File: src/rtl/rf_wbuf_pkg.sv
// rf_wbuf_pkg: shared constants and entry layout for the register-file
// write buffer.
//   RF_WBUF_ADDR_W / RF_WBUF_DATA_W : default register address/data widths
//   rf_wbuf_entry_t                 : {valid, addr, data} queue entry
package rf_wbuf_pkg;

  localparam int RF_WBUF_ADDR_W = 3;
  localparam int RF_WBUF_DATA_W = 32;

  typedef struct packed {
    logic                      valid;
    logic [RF_WBUF_ADDR_W-1:0] addr;
    logic [RF_WBUF_DATA_W-1:0] data;
  } rf_wbuf_entry_t;

endpackage

File: src/rtl/rf_wbuf_match.sv
// rf_wbuf_match: combinational forwarding search over the write-buffer
// queue and the registered write stage.
// Ports:
//   valid_i  [DEPTH]        per-slot valid bits
//   addr_i   [DEPTH*ADDR_W] flattened slot addresses (slot i at i*ADDR_W)
//   data_i   [DEPTH*DATA_W] flattened slot data
//   rd_ptr_i                slot index of the oldest entry
//   we_i/waddr_i/wdata_i    registered register-file write stage
//   key_i                   lookup address
//   hit_o / data_o          match flag and youngest matching value (0 on miss)
module rf_wbuf_match
  import rf_wbuf_pkg::*;
#(
  parameter int DEPTH  = 4,
  parameter int ADDR_W = RF_WBUF_ADDR_W,
  parameter int DATA_W = RF_WBUF_DATA_W
) (
  input  logic [DEPTH-1:0]        valid_i,
  input  logic [DEPTH*ADDR_W-1:0] addr_i,
  input  logic [DEPTH*DATA_W-1:0] data_i,
  input  logic [$clog2(DEPTH)-1:0] rd_ptr_i,
  input  logic                    we_i,
  input  logic [ADDR_W-1:0]       waddr_i,
  input  logic [DATA_W-1:0]       wdata_i,
  input  logic [ADDR_W-1:0]       key_i,
  output logic                    hit_o,
  output logic [DATA_W-1:0]       data_o
);

  localparam int PTR_W = $clog2(DEPTH);

  logic [PTR_W-1:0] idx;

  // Walk from the write stage (oldest) through the queue oldest->youngest;
  // each later match overrides, so the youngest match wins.
  always_comb begin
    hit_o  = 1'b0;
    data_o = '0;
    idx    = '0;
    if (we_i && (waddr_i == key_i)) begin
      hit_o  = 1'b1;
      data_o = wdata_i;
    end
    for (int unsigned i = 0; i < DEPTH; i++) begin
      idx = rd_ptr_i + PTR_W'(i);
      if (valid_i[idx] && (addr_i[idx*ADDR_W +: ADDR_W] == key_i)) begin
        hit_o  = 1'b1;
        data_o = data_i[idx*DATA_W +: DATA_W];
      end
    end
  end

endmodule

File: src/rtl/rf_write_buffer.sv
// rf_write_buffer: FIFO of pending register-file writes drained one per
// cycle into a registered write port, with optional read forwarding.
// Ports:
//   clk, reset_n             clock, synchronous active-low reset
//   in_valid/in_ready        write request handshake (in_addr, in_data)
//   drain_en                 downstream permits a write this cycle
//   we/wAddr/wData           registered register-file write port
//   fwd_addr/fwd_hit/fwd_data forwarding lookup (youngest pending value)
//   count                    occupied entries
// Build option: define RF_WBUF_FWD_EN to enable forwarding; otherwise
// fwd_hit/fwd_data are tied to 0 and fwd_addr is ignored.
module rf_write_buffer
  import rf_wbuf_pkg::*;
#(
  parameter int DEPTH  = 4,
  parameter int ADDR_W = RF_WBUF_ADDR_W,
  parameter int DATA_W = RF_WBUF_DATA_W
) (
  input  logic                     clk,
  input  logic                     reset_n,
  input  logic                     in_valid,
  output logic                     in_ready,
  input  logic [ADDR_W-1:0]        in_addr,
  input  logic [DATA_W-1:0]        in_data,
  input  logic                     drain_en,
  output logic                     we,
  output logic [ADDR_W-1:0]        wAddr,
  output logic [DATA_W-1:0]        wData,
  input  logic [ADDR_W-1:0]        fwd_addr,
  output logic                     fwd_hit,
  output logic [DATA_W-1:0]        fwd_data,
  output logic [$clog2(DEPTH):0]   count
);

  localparam int PTR_W = $clog2(DEPTH);
  localparam int CNT_W = PTR_W + 1;

  logic [ADDR_W-1:0] addr_mem_q [DEPTH];
  logic [DATA_W-1:0] data_mem_q [DEPTH];
  logic [DEPTH-1:0]  valid_q, valid_d;
  logic [PTR_W-1:0]  wr_ptr_q, wr_ptr_d;
  logic [PTR_W-1:0]  rd_ptr_q, rd_ptr_d;
  logic [CNT_W-1:0]  count_q, count_d;
  logic              we_q, we_d;
  logic [ADDR_W-1:0] waddr_q, waddr_d;
  logic [DATA_W-1:0] wdata_q, wdata_d;
  logic              push, pop;

  // Full refuses pushes even when a pop is happening this edge.
  assign in_ready = (count_q != CNT_W'(DEPTH));
  assign push     = in_valid && in_ready;
  assign pop      = drain_en && (count_q != '0);

  always_comb begin
    wr_ptr_d = wr_ptr_q;
    rd_ptr_d = rd_ptr_q;
    count_d  = count_q;
    valid_d  = valid_q;
    we_d     = pop;
    waddr_d  = waddr_q;
    wdata_d  = wdata_q;
    if (push) begin
      wr_ptr_d          = wr_ptr_q + PTR_W'(1);
      valid_d[wr_ptr_q] = 1'b1;
    end
    if (pop) begin
      rd_ptr_d          = rd_ptr_q + PTR_W'(1);
      valid_d[rd_ptr_q] = 1'b0;
      waddr_d           = addr_mem_q[rd_ptr_q];
      wdata_d           = data_mem_q[rd_ptr_q];
    end
    if (push && !pop) begin
      count_d = count_q + CNT_W'(1);
    end else if (pop && !push) begin
      count_d = count_q - CNT_W'(1);
    end
  end

  always_ff @(posedge clk) begin
    if (!reset_n) begin
      wr_ptr_q <= '0;
      rd_ptr_q <= '0;
      count_q  <= '0;
      valid_q  <= '0;
      we_q     <= 1'b0;
      waddr_q  <= '0;
      wdata_q  <= '0;
    end else begin
      wr_ptr_q <= wr_ptr_d;
      rd_ptr_q <= rd_ptr_d;
      count_q  <= count_d;
      valid_q  <= valid_d;
      we_q     <= we_d;
      waddr_q  <= waddr_d;
      wdata_q  <= wdata_d;
    end
  end

  // Entry payload needs no reset: valid_q qualifies every use.
  always_ff @(posedge clk) begin
    if (push) begin
      addr_mem_q[wr_ptr_q] <= in_addr;
      data_mem_q[wr_ptr_q] <= in_data;
    end
  end

  assign we    = we_q;
  assign wAddr = waddr_q;
  assign wData = wdata_q;
  assign count = count_q;

`ifdef RF_WBUF_FWD_EN
  logic [DEPTH*ADDR_W-1:0] addr_flat;
  logic [DEPTH*DATA_W-1:0] data_flat;

  for (genvar g = 0; g < DEPTH; g++) begin : g_flat
    assign addr_flat[g*ADDR_W +: ADDR_W] = addr_mem_q[g];
    assign data_flat[g*DATA_W +: DATA_W] = data_mem_q[g];
  end

  rf_wbuf_match #(
    .DEPTH  (DEPTH),
    .ADDR_W (ADDR_W),
    .DATA_W (DATA_W)
  ) u_match (
    .valid_i  (valid_q),
    .addr_i   (addr_flat),
    .data_i   (data_flat),
    .rd_ptr_i (rd_ptr_q),
    .we_i     (we_q),
    .waddr_i  (waddr_q),
    .wdata_i  (wdata_q),
    .key_i    (fwd_addr),
    .hit_o    (fwd_hit),
    .data_o   (fwd_data)
  );
`else
  logic unused_fwd;
  assign unused_fwd = ^fwd_addr;
  assign fwd_hit    = 1'b0;
  assign fwd_data   = '0;
`endif

endmodule

File: config.mk
export PLATFORM = sky130hd
export DESIGN_NAME = rf_write_buffer
export DESIGN_NICKNAME = d
export VERILOG_FILES = /design/src/rtl/rf_wbuf_pkg.sv /design/src/rtl/rf_wbuf_match.sv /design/src/rtl/rf_write_buffer.sv
export SDC_FILE = /design/constraint.sdc
export NUM_CORES = 1
export LEC_CHECK = 0
export ABC_AREA = 1
export BUFFER_PORTS_ARGS = -buffer_cell sky130_fd_sc_hd__buf_4
export CORE_MARGIN = 2
export CORE_UTILIZATION = 40
export CTS_CLUSTER_DIAMETER = 40
export CTS_CLUSTER_SIZE = 20
export DETAILED_ROUTE_END_ITERATION = 10
export SYNTH_ARGS = -nofsm -noshare
export SYNTH_HDL_FRONTEND = slang
export SYNTH_HIERARCHICAL = 1
export SYNTH_SLANG_ARGS = --single-unit
File: constraint.sdc
create_clock -name clk -period 2.95 [get_ports clk]
set_input_delay 0.4425 -clock clk [delete_from_list [all_inputs] [get_ports clk]]
set_output_delay 0.4425 -clock clk [all_outputs]
set_load 0.02 [all_outputs]
# Yosys cells after proc, flatten, opt, wreduce, memory -nomap -nowiden
# Memories as Yosys holds them, arrays and structs flattened. A register that Yosys moved wholly into a read port is not among the register bits.
# Index checks and enable logic that the tools add are counted.
word_totals:
  ff_bits: 8
  latchBits: 0
  ram_bits: 140
  romBits: 0
  inputBits: 42
  out_inout_bits: 73
  wordCells: 25
  memories: 2
classes:
  addsub: 4
  mul: 0
  div_mod_pow: 0
  order_cmp: 0
  eq_ne: 1
  shift: 0
  mux: 4
  bitwise: 0
  n_reduce_logical: 10
memory_table:
  columns: ["name", "words", "width", "rd", "rd_ports_with_merged_regs", "wr", "line_no", "source"]
  rows:
  - ["data_mem_q", 4, 32, 1, 1, 1, "rf_write_buffer.sv:39", "logic [DATA_W-1:0] data_mem_q [DEPTH];"]
  - ["addr_mem_q", 4, 3, 1, 1, 1, "rf_write_buffer.sv:38", "logic [ADDR_W-1:0] addr_mem_q [DEPTH];"]
ops:
  columns: ["operator", "count"]
  rows:
  - ["two-way mux 3 bit", 2]
  - ["adder 2 x 1 -> 2 bit (second input constant)", 2]
  - ["logical AND 1 bit", 4]
  - ["zero test 1 bit", 4]
  - ["adder 3 x 1 -> 3 bit (second input constant)", 1]
  - ["!= test 3 bit (second input constant)", 1]
  - ["nonzero test 3 bit", 1]
  - ["subtractor 3 x 1 -> 3 bit (second input constant)", 1]
  - ["two-way mux 1 bit", 2]
  - ["nonzero test 2 bit", 1]

# Longest topological paths before layout
# Gate-level depths: netlist (run 1).
depth:
  word_depth: 6
  mapped_depth: 14
  ltp_nobuf: 13

# Least setup slack after synthesis (run 1)
# OpenSTA, ideal clock, no wires.
synth_path:
  kind: "reg-to-reg"
  start: "register count_q[0], in the netlist count[0]"
  end: "memory addr_mem_q[0][0] in the netlist's numbering (enable)"
  setup_time_ps: 427
  arrival_time_ps: 2481
  required_time_ps: 2523
  setup_slack_ps: 41
  stages_incl_launch_ff: 5
  n_path_buf: 0
  period_less_slack_ps: 2909
  path_cell_list: "dfxtp_1 > nor2_2 > nand2_1 > nand2_1 > nor2_1"
synth_between:
  elab_chain_len: 4
synth_lines:
  columns: ["element", "line_no", "source"]
  rows:
  - ["start: declaration", "rf_write_buffer.sv:43", "logic [CNT_W-1:0] count_q, count_d;"]
  - ["start signal: assignment", "rf_write_buffer.sv:91", "count_q <= count_d;"]
  - ["!= test 3 bit", "rf_write_buffer.sv:50", "assign in_ready = (count_q != CNT_W'(DEPTH));"]
  - ["via in_ready", "rf_write_buffer.sv:22", "output logic in_ready,"]
  - ["logical AND 1 bit", "rf_write_buffer.sv:51", "assign push = in_valid && in_ready;"]
  - ["two-way mux 1 bit", "rf_write_buffer.sv:101", "if (push) begin"]
  - ["two-way mux 1 bit (not written as such)", "rf_write_buffer.sv:102", "addr_mem_q[wr_ptr_q] <= in_addr;"]
  - ["end: declaration", "rf_write_buffer.sv:38", null]
# The timed path passes the listed nets, and every way through them passes these cells.

# Final worst setup path (run 1)
layout_path:
  start: "register count_q[0], in the netlist count[0]"
  end: "register count_q[1], in the netlist count[1]"
layout_between:
  elab_cells_between_ends: 13
  classes_between: "add/sub: 2; eq/ne: 1; mux: 2; reduce/logical: 8"
layout_rtl:
  columns: ["element", "line_no", "source"]
  rows:
  - ["!= test 3 bit", "rf_write_buffer.sv:50", null]
  - ["logical AND 1 bit", "rf_write_buffer.sv:51", null]
  - ["via push", "rf_write_buffer.sv:47", "logic push, pop;"]
  - ["logical AND 1 bit", "rf_write_buffer.sv:72", "if (push && !pop) begin"]
  - ["two-way mux 3 bit", "rf_write_buffer.sv:72", null]
  - ["via count_d[1]", "rf_write_buffer.sv:43", null]
# The timed path passes the listed nets, and every way through them passes these cells. The select of a mux whose other input is x is not followed.
# A chain may end at the register's enable or synchronous reset.

==> results.sh, run 1 <==
export IMPL_p_total_w=0.007877
export IMPL_ctsHoldBuffers=0
export IMPL_finClkSkew_ns=0.009566
export IMPL_cp_cell_sequence="nor2_2, nand2_1, nand2_1, inv_1, ha_1, inv_1, fa_1, o21ai_0, nor2_1"
export IMPL_cts_max_level=4
export IMPL_grt_pass1_vias=4750
export IMPL_synth_cell_types=24
export IMPL_grt_overflow=0
export IMPL_grt_setup_unrepaired="false"
export IMPL_path_max_fanout=7
export IMPL_dieHeight_um=147.2
export IMPL_r2r_start="count[0]"
export IMPL_nFillCells=1933
export IMPL_diodes=0
export IMPL_setup_violations=0
export IMPL_slew_viol_final=0
export IMPL_ys_warn_count=6
export IMPL_ff2ff_setup_slack_ns=0.77
export IMPL_drc_errors=0
export IMPL_num_rows=52
export IMPL_min_period_ns=2.183
export IMPL_dp_hpwl_um=8719
export IMPL_p_leak_nw=4.397
export IMPL_cts_resized=0
export IMPL_reg2reg_to="count[1]"
export IMPL_cts_root_buf="clkbuf_16"
export IMPL_cp_depth=9
export IMPL_synth_avg_cell_area_um2=9.449
export IMPL_holdWs_ns=0.2091
export IMPL_fp_dieArea_um2=21660
export IMPL_fin_crit_sh=0.7398
export IMPL_arrival_ns=2.50
export IMPL_clk_latency_ns=0.43
export IMPL_powerDensity_nw_per_um2=841.1
export IMPL_seqPwrFrac=0.426
export IMPL_grt_pass1_wl_um=24090
export IMPL_io_buffer_count=78
export IMPL_peakVddDrop_v=0.0004031
export IMPL_place_gp_congestion=0.7159
export IMPL_cp_data_required_time_ns=3.27
export IMPL_slowest_stage="fa_1"
export IMPL_intPower_w=0.005287
export IMPL_status="completed"
export IMPL_clockBufferDepth=2
export IMPL_critical_path_startpoint_type="flop"
export IMPL_worstMarginPinSlew_ns=0.7880
export IMPL_drtPass1Iterations=5
export IMPL_netlist_instances=868
export IMPL_antenna_found_initial=0
export IMPL_drv_cap=0
export IMPL_routed_wl_um=15150
export IMPL_p_sw_w=0.002590
export IMPL_coreArea_um2=20170
export IMPL_synth_seq_cells=183
export IMPL_path_clk_slew_ns=0.07
export IMPL_min_path_type="in2reg"
export IMPL_fmax_mhz=458.2
export IMPL_p_clk_frac=0.280
export IMPL_endpoint="count[1]"
export IMPL_cp_top_family="simple AND/OR/NAND/NOR gates"
export IMPL_drive_gt1_frac=0.1618
export IMPL_multi_input_area_um2=2016
export IMPL_seqCellArea_um2=5067
export IMPL_cts_inserted_buffers=17
export IMPL_crit_buf_inv=2
export IMPL_path_class="reg2reg"
export IMPL_cp_end_kind="flop"
export IMPL_seq_area_frac_synth=0.6175
export IMPL_swShare=0.3288
export IMPL_cts_tree="done"
export IMPL_grt_total_usage=0.1448
export IMPL_tns_ns=0
export IMPL_rr_worst_depth=9
export IMPL_cts_sinks=183
export IMPL_num_vias=5168
export IMPL_startpoint="count[0]"
export IMPL_die_w_um=147.2
export IMPL_nets=987
export IMPL_first_iter_violations=282
export IMPL_area_growth_synth_to_final_pct=14.19
export IMPL_postCtsSetupBuffers=0
export IMPL_combPwrFrac=0.295
export IMPL_vias_per_cell=4.229
export IMPL_ant_nets=0
export IMPL_wl_per_cell_um=12.39
export IMPL_grt_max_degree=73
export IMPL_syn_cell_area_um2=8202
export IMPL_finalHoldViolCount=0
export IMPL_relSlewSlack=0.4747
export IMPL_max_stage_delay_ns=0.41
export IMPL_top_level_ports=115
export IMPL_initial_core_util=0.4066
[power groups by stage]
| stage | registers (W) | clock network [W] | logic, W |
|---|---|---|---|
| after floorplan | 0.00364 | 0 | 0.00158 |
| after global placement | 0.00340 | 0 | 0.00233 |
| after detailed placement | 0.00341 | 0 | 0.00236 |
| after CTS | 0.00336 | 0.00225 | 0.00237 |
| after global routing | 0.00339 | 0.00235 | 0.00263 |
| final | 0.00335 | 0.00220 | 0.00232 |
[kinds of logic (layout without fill, tap and decap cells)]
logic type	Yosys count	in the layout	share of synthesized area
AO/OA/AOI/OAI	5	5	0.003051
XOR/XNOR	1	1	0.001068
adder cells (fa/ha/maj)	6	6	0.01007
buffers and inverters	256	308	0.1550
flip-flops	183	183	0.6175
other	1	33	0.0004572
AND/OR/NAND/NOR	416	416	0.2128
[worst min path at each step]
stage,start,endpoint,slack [ns],cells past startpoint
after global placement,wData[11],wData[11],0.51,4
after global routing,in_addr[2],addr_mem_q[0][2],0.20,1
final,in_addr[2],addr_mem_q[3][2],0.21,1
after CTS,in_addr[2],addr_mem_q[3][2],0.19,1
after detailed placement,wData[12],wData[12],0.51,4
after floorplan,wr_ptr_q[1],wr_ptr_q[1],0.50,2
[cell type report]
class / count / share of cell area
clock buffer: 23 / 0.04997
inverter: 189 / 0.07602
multi-input combinational: 461 / 0.2152
clock inverter: 9 / 0.01055
sequential: 183 / 0.5411
tap: 270 / 0.03607
timing repair buffer: 87 / 0.07108
[state kept, by name (all words and copies together) (netlist names)]
signal	count
rd_ptr_q	2
data_mem_q	128
wAddr	3
wr_ptr_q	2
wData	32
addr_mem_q	12
we	1
count	3
[stage by stage]
stage,setup WS (ns),cells,util,instance area [µm²]
3_5_place_dp,0.7462,1190,0.4362,8798
5_1_grt,0.5533,1222,0.4643,9365
2_1_floorplan,0.04127,900,-,8322
3_3_place_gp,0.7858,1190,0.4362,8798
4_1_cts,0.7339,1222,0.4643,9365
6_report,0.7675,1222,0.4643,9365
[layout by cell type (no fill, tap or decap), types with 3 or more instances in the layout]
master and count:
nand2_1 226, inv_1 186, edfxtp_1 140, buf_4 86, nor2_1 80, nand3_1 73, dfxtp_1 41, conb_1 33
nand2_2 30, clkbuf_16 17, ha_1 5, nor2_4 4, clkbuf_1 4, o21ai_0 3, clkinv_1 3
[layer usage]
metal / share of wire / global-route usage / wire, µm / vias up
li1: - / - / - / 2700
met5: 0 / 0 / 0 / -
met2: 0.51 / 0.2528 / 7692 / 126
met4: 0.014 / 0.05240 / 218 / 0
met3: 0.042 / 0.03478 / 639 / 19
met1: 0.44 / 0.1750 / 6594 / 2323
[synthesized netlist by cell type]
cell type,instances,area [µm²]
a21oi_1,2,10.01
buf_12,5,100.1
buf_2,20,100.1
buf_4,35,262.8
buf_6,1,11.26
buf_8,2,30.03
clkbuf_8,4,55.05
clkinv_1,1,3.750
conb_1,1,3.750
dfxtp_1,43,860.8
edfxtp_1,140,4204
fa_1,1,20.02
ha_1,5,62.56
inv_1,186,698.2
inv_2,1,3.750
inv_4,1,6.260
nand2_1,226,848.3
nand2_2,30,187.7
nand2_4,2,22.52
nand3_1,73,365.4
nor2_1,84,315.3
nor2_2,1,6.260
o21ai_0,3,15.01
xor2_1,1,8.760
(Power assumes the default switching activity.)
==> inputs of run 2 (changes only) <==
==> constraint.sdc (replaced) <==
create_clock -name clk -period 2.2 [get_ports clk]
set_input_delay 0.33 -clock clk [delete_from_list [all_inputs] [get_ports clk]]
set_output_delay 0.33 -clock clk [all_outputs]
set_load 0.02 [all_outputs]
==> results.sh, run 2 (synthesized netlist as in run 1, its figures left out) <==
export IMPL_cp_top_family="adder cells"
export IMPL_crit_buf_inv=3
export IMPL_relSlewSlack=0.4633
export IMPL_cts_max_level=4
export IMPL_critical_path_startpoint_type="flop"
export IMPL_nets=993
export IMPL_path_class="reg2reg"
export IMPL_holdWs_ns=0.1030
export IMPL_diodes=0
export IMPL_ant_nets=0
export IMPL_intPower_w=0.007566
export IMPL_die_w_um=147.2
export IMPL_fmax_mhz=548.3
export IMPL_rr_worst_depth=13
export IMPL_status="completed"
export IMPL_hp_start="in_data[18]"
export IMPL_wl_per_cell_um=12.43
export IMPL_top_register="data_mem_q"
export IMPL_ff2ff_setup_slack_ns=0.38
export IMPL_powerDensity_nw_per_um2=1159
export IMPL_most_common_layout_cells="nand2_1, inv_1, edfxtp_1"
export IMPL_seqPwrFrac=0.408
export IMPL_grt_max_degree=74
export IMPL_slew_viol_final=0
export IMPL_slowest_stage="dfxtp_1"
export IMPL_grt_pass1_wl_um=24730
export IMPL_cts_sinks=183
export IMPL_grt_setup_unrepaired="false"
export IMPL_place_gp_congestion=0.7127
export IMPL_cp_cell_sequence="nor2_2, nand2_1, nand2_1, inv_1, ha_1, inv_1, fa_1, inv_1, nand2_1, nand3_1, nand2_1, nand2_1, nor2_1"
export IMPL_peakVddDrop_v=0.0005744
export IMPL_p_clk_frac=0.304
export IMPL_drv_cap=0
export IMPL_grt_total_usage=0.1491
export IMPL_worstMarginPinSlew_ns=0.8051
export IMPL_fp_dieArea_um2=21660
export IMPL_finClkSkew_ns=0.007201
export IMPL_drive_gt1_frac=0.1670
export IMPL_top_usage_layer="met2"
export IMPL_cp_data_required_time_ns=2.52
export IMPL_max_stage_delay_ns=0.43
export IMPL_whs_endpoint="data_mem_q[0][18]"
export IMPL_combPwrFrac=0.288
export IMPL_whs_path_depth=1
export IMPL_gr_usage_met3=0.04006
export IMPL_use_met2=0.2600
export IMPL_finalHoldViolCount=0
export IMPL_layout_commonest_cell="nand2_1"
export IMPL_p_sw_w=0.003470
export IMPL_top_level_ports=115
export IMPL_area_growth_synth_to_final_pct=16.11
export IMPL_path_clk_slew_ns=0.06
export IMPL_cts_tree="done"
export IMPL_min_path_type="in2reg"
export IMPL_routed_wl_um=15260
export IMPL_postCtsSetupBuffers=0
export IMPL_path_max_fanout=4
export IMPL_antenna_found_initial=0
export IMPL_dp_hpwl_um=8998
export IMPL_r2r_start="count[0]"
export IMPL_largest_register_ffs=128
export IMPL_initial_core_util=0.4066
export IMPL_grt_pass1_vias=4808
export IMPL_grtUsageMet1=0.1760
export IMPL_cts_resized=0
export IMPL_cts_root_buf="clkbuf_16"
export IMPL_setup_violations=0
export IMPL_swShare=0.3144
export IMPL_num_rows=52
export IMPL_arrival_ns=2.15
export IMPL_min_period_ns=1.824
export IMPL_clk_latency_ns=0.43
export IMPL_p_total_w=0.01104
export IMPL_ctsHoldBuffers=0
export IMPL_final_cells=1228
export IMPL_grt_overflow=0
export IMPL_coreArea_um2=20170
export IMPL_vias_per_cell=4.173
export IMPL_drc_errors=0
export IMPL_p_leak_nw=4.469
export IMPL_cp_end_kind="flop"
export IMPL_crit_top_cell="nand2_1"
export IMPL_cts_inserted_buffers=17
export IMPL_clockBufferDepth=2
export IMPL_first_iter_violations=316
export IMPL_drtPass1Iterations=4
export IMPL_fin_crit_sh=0.8291
export IMPL_dp_cells=1196
export IMPL_num_vias=5124
export IMPL_reg2reg_to="count[2]"
export IMPL_io_buffer_count=78
export IMPL_dieHeight_um=147.2
==> run 2: cell count changes in the layout (fill, tap and decap cells not counted), sizes merged <==
| cell | change |
|---|---|
| buf | +6 |
| bufinv | +4 |
| clkbuf | -1 |
| clkinv | -2 |
| clkinvlp | +1 |
| inv | -2 |
==> run 2: per-stage QoR <==
stage	TNS (ns)	worst slack (ns)	cell area, µm²	utilization
floorplan	-24.93	-0.1781	8332	-
global placement	0	0.3536	8869	0.4397
detailed placement	0	0.3684	8869	0.4397
CTS	0	0.3502	9523	0.4721
global route	0	0.1399	9523	0.4721
finish	0	0.3760	9523	0.4721
==> run 2: area by class of cell <==
type | count | area (µm²)
clock buffers | 22 | 454.2
clock inverters | 10 | 200.2
fillers | 1886 | 10650
inverters | 189 | 711.9
multi-input cells | 461 | 2016
flip-flops and latches | 183 | 5067
well taps | 270 | 337.8
repair buffers | 93 | 735.7
==> run 2: power by group through the flow <==
| stage | combinational (W) | sequential [W] | clock (W) |
|---|---|---|---|
| 3_3_place_gp | 0.00321 | 0.00457 | 0 |
| 5_1_grt | 0.00360 | 0.00456 | 0.00358 |
| 3_5_place_dp | 0.00323 | 0.00458 | 0 |
| 4_1_cts | 0.00325 | 0.00451 | 0.00342 |
| 2_1_floorplan | 0.00212 | 0.00487 | 0 |
| 6_report | 0.00318 | 0.00450 | 0.00336 |
==> run 2: worst register-to-register path, cell delays in order (launching register included) <==
cell	delay (ns)
dfxtp_1	0.43
nor2_2	0.09
nand2_1	0.08
nand2_1	0.07
inv_1	0.10
ha_1	0.17
inv_1	0.06
fa_1	0.37
inv_1	0.06
nand2_1	0.04
nand3_1	0.09
nand2_1	0.05
nand2_1	0.05
nor2_1	0.04
==> run 2: metal layers <==
metal	wire (µm)	vias to the layer above
li1	-	2707
met1	6689	2284
met2	7681	112
met3	618	21
met4	272	0
met5	0	-
==> run 2: worst max-delay path by stage <==
stage / endpoint / cells past startpoint / start
floorplan: addr_mem_q[0][0] / 4 / count[0]
global placement: count[2] / 13 / count[0]
detailed placement: count[2] / 13 / count[0]
CTS: count[2] / 13 / count[0]
global route: count[2] / 13 / count[0]
finish: count[2] / 13 / count[0]
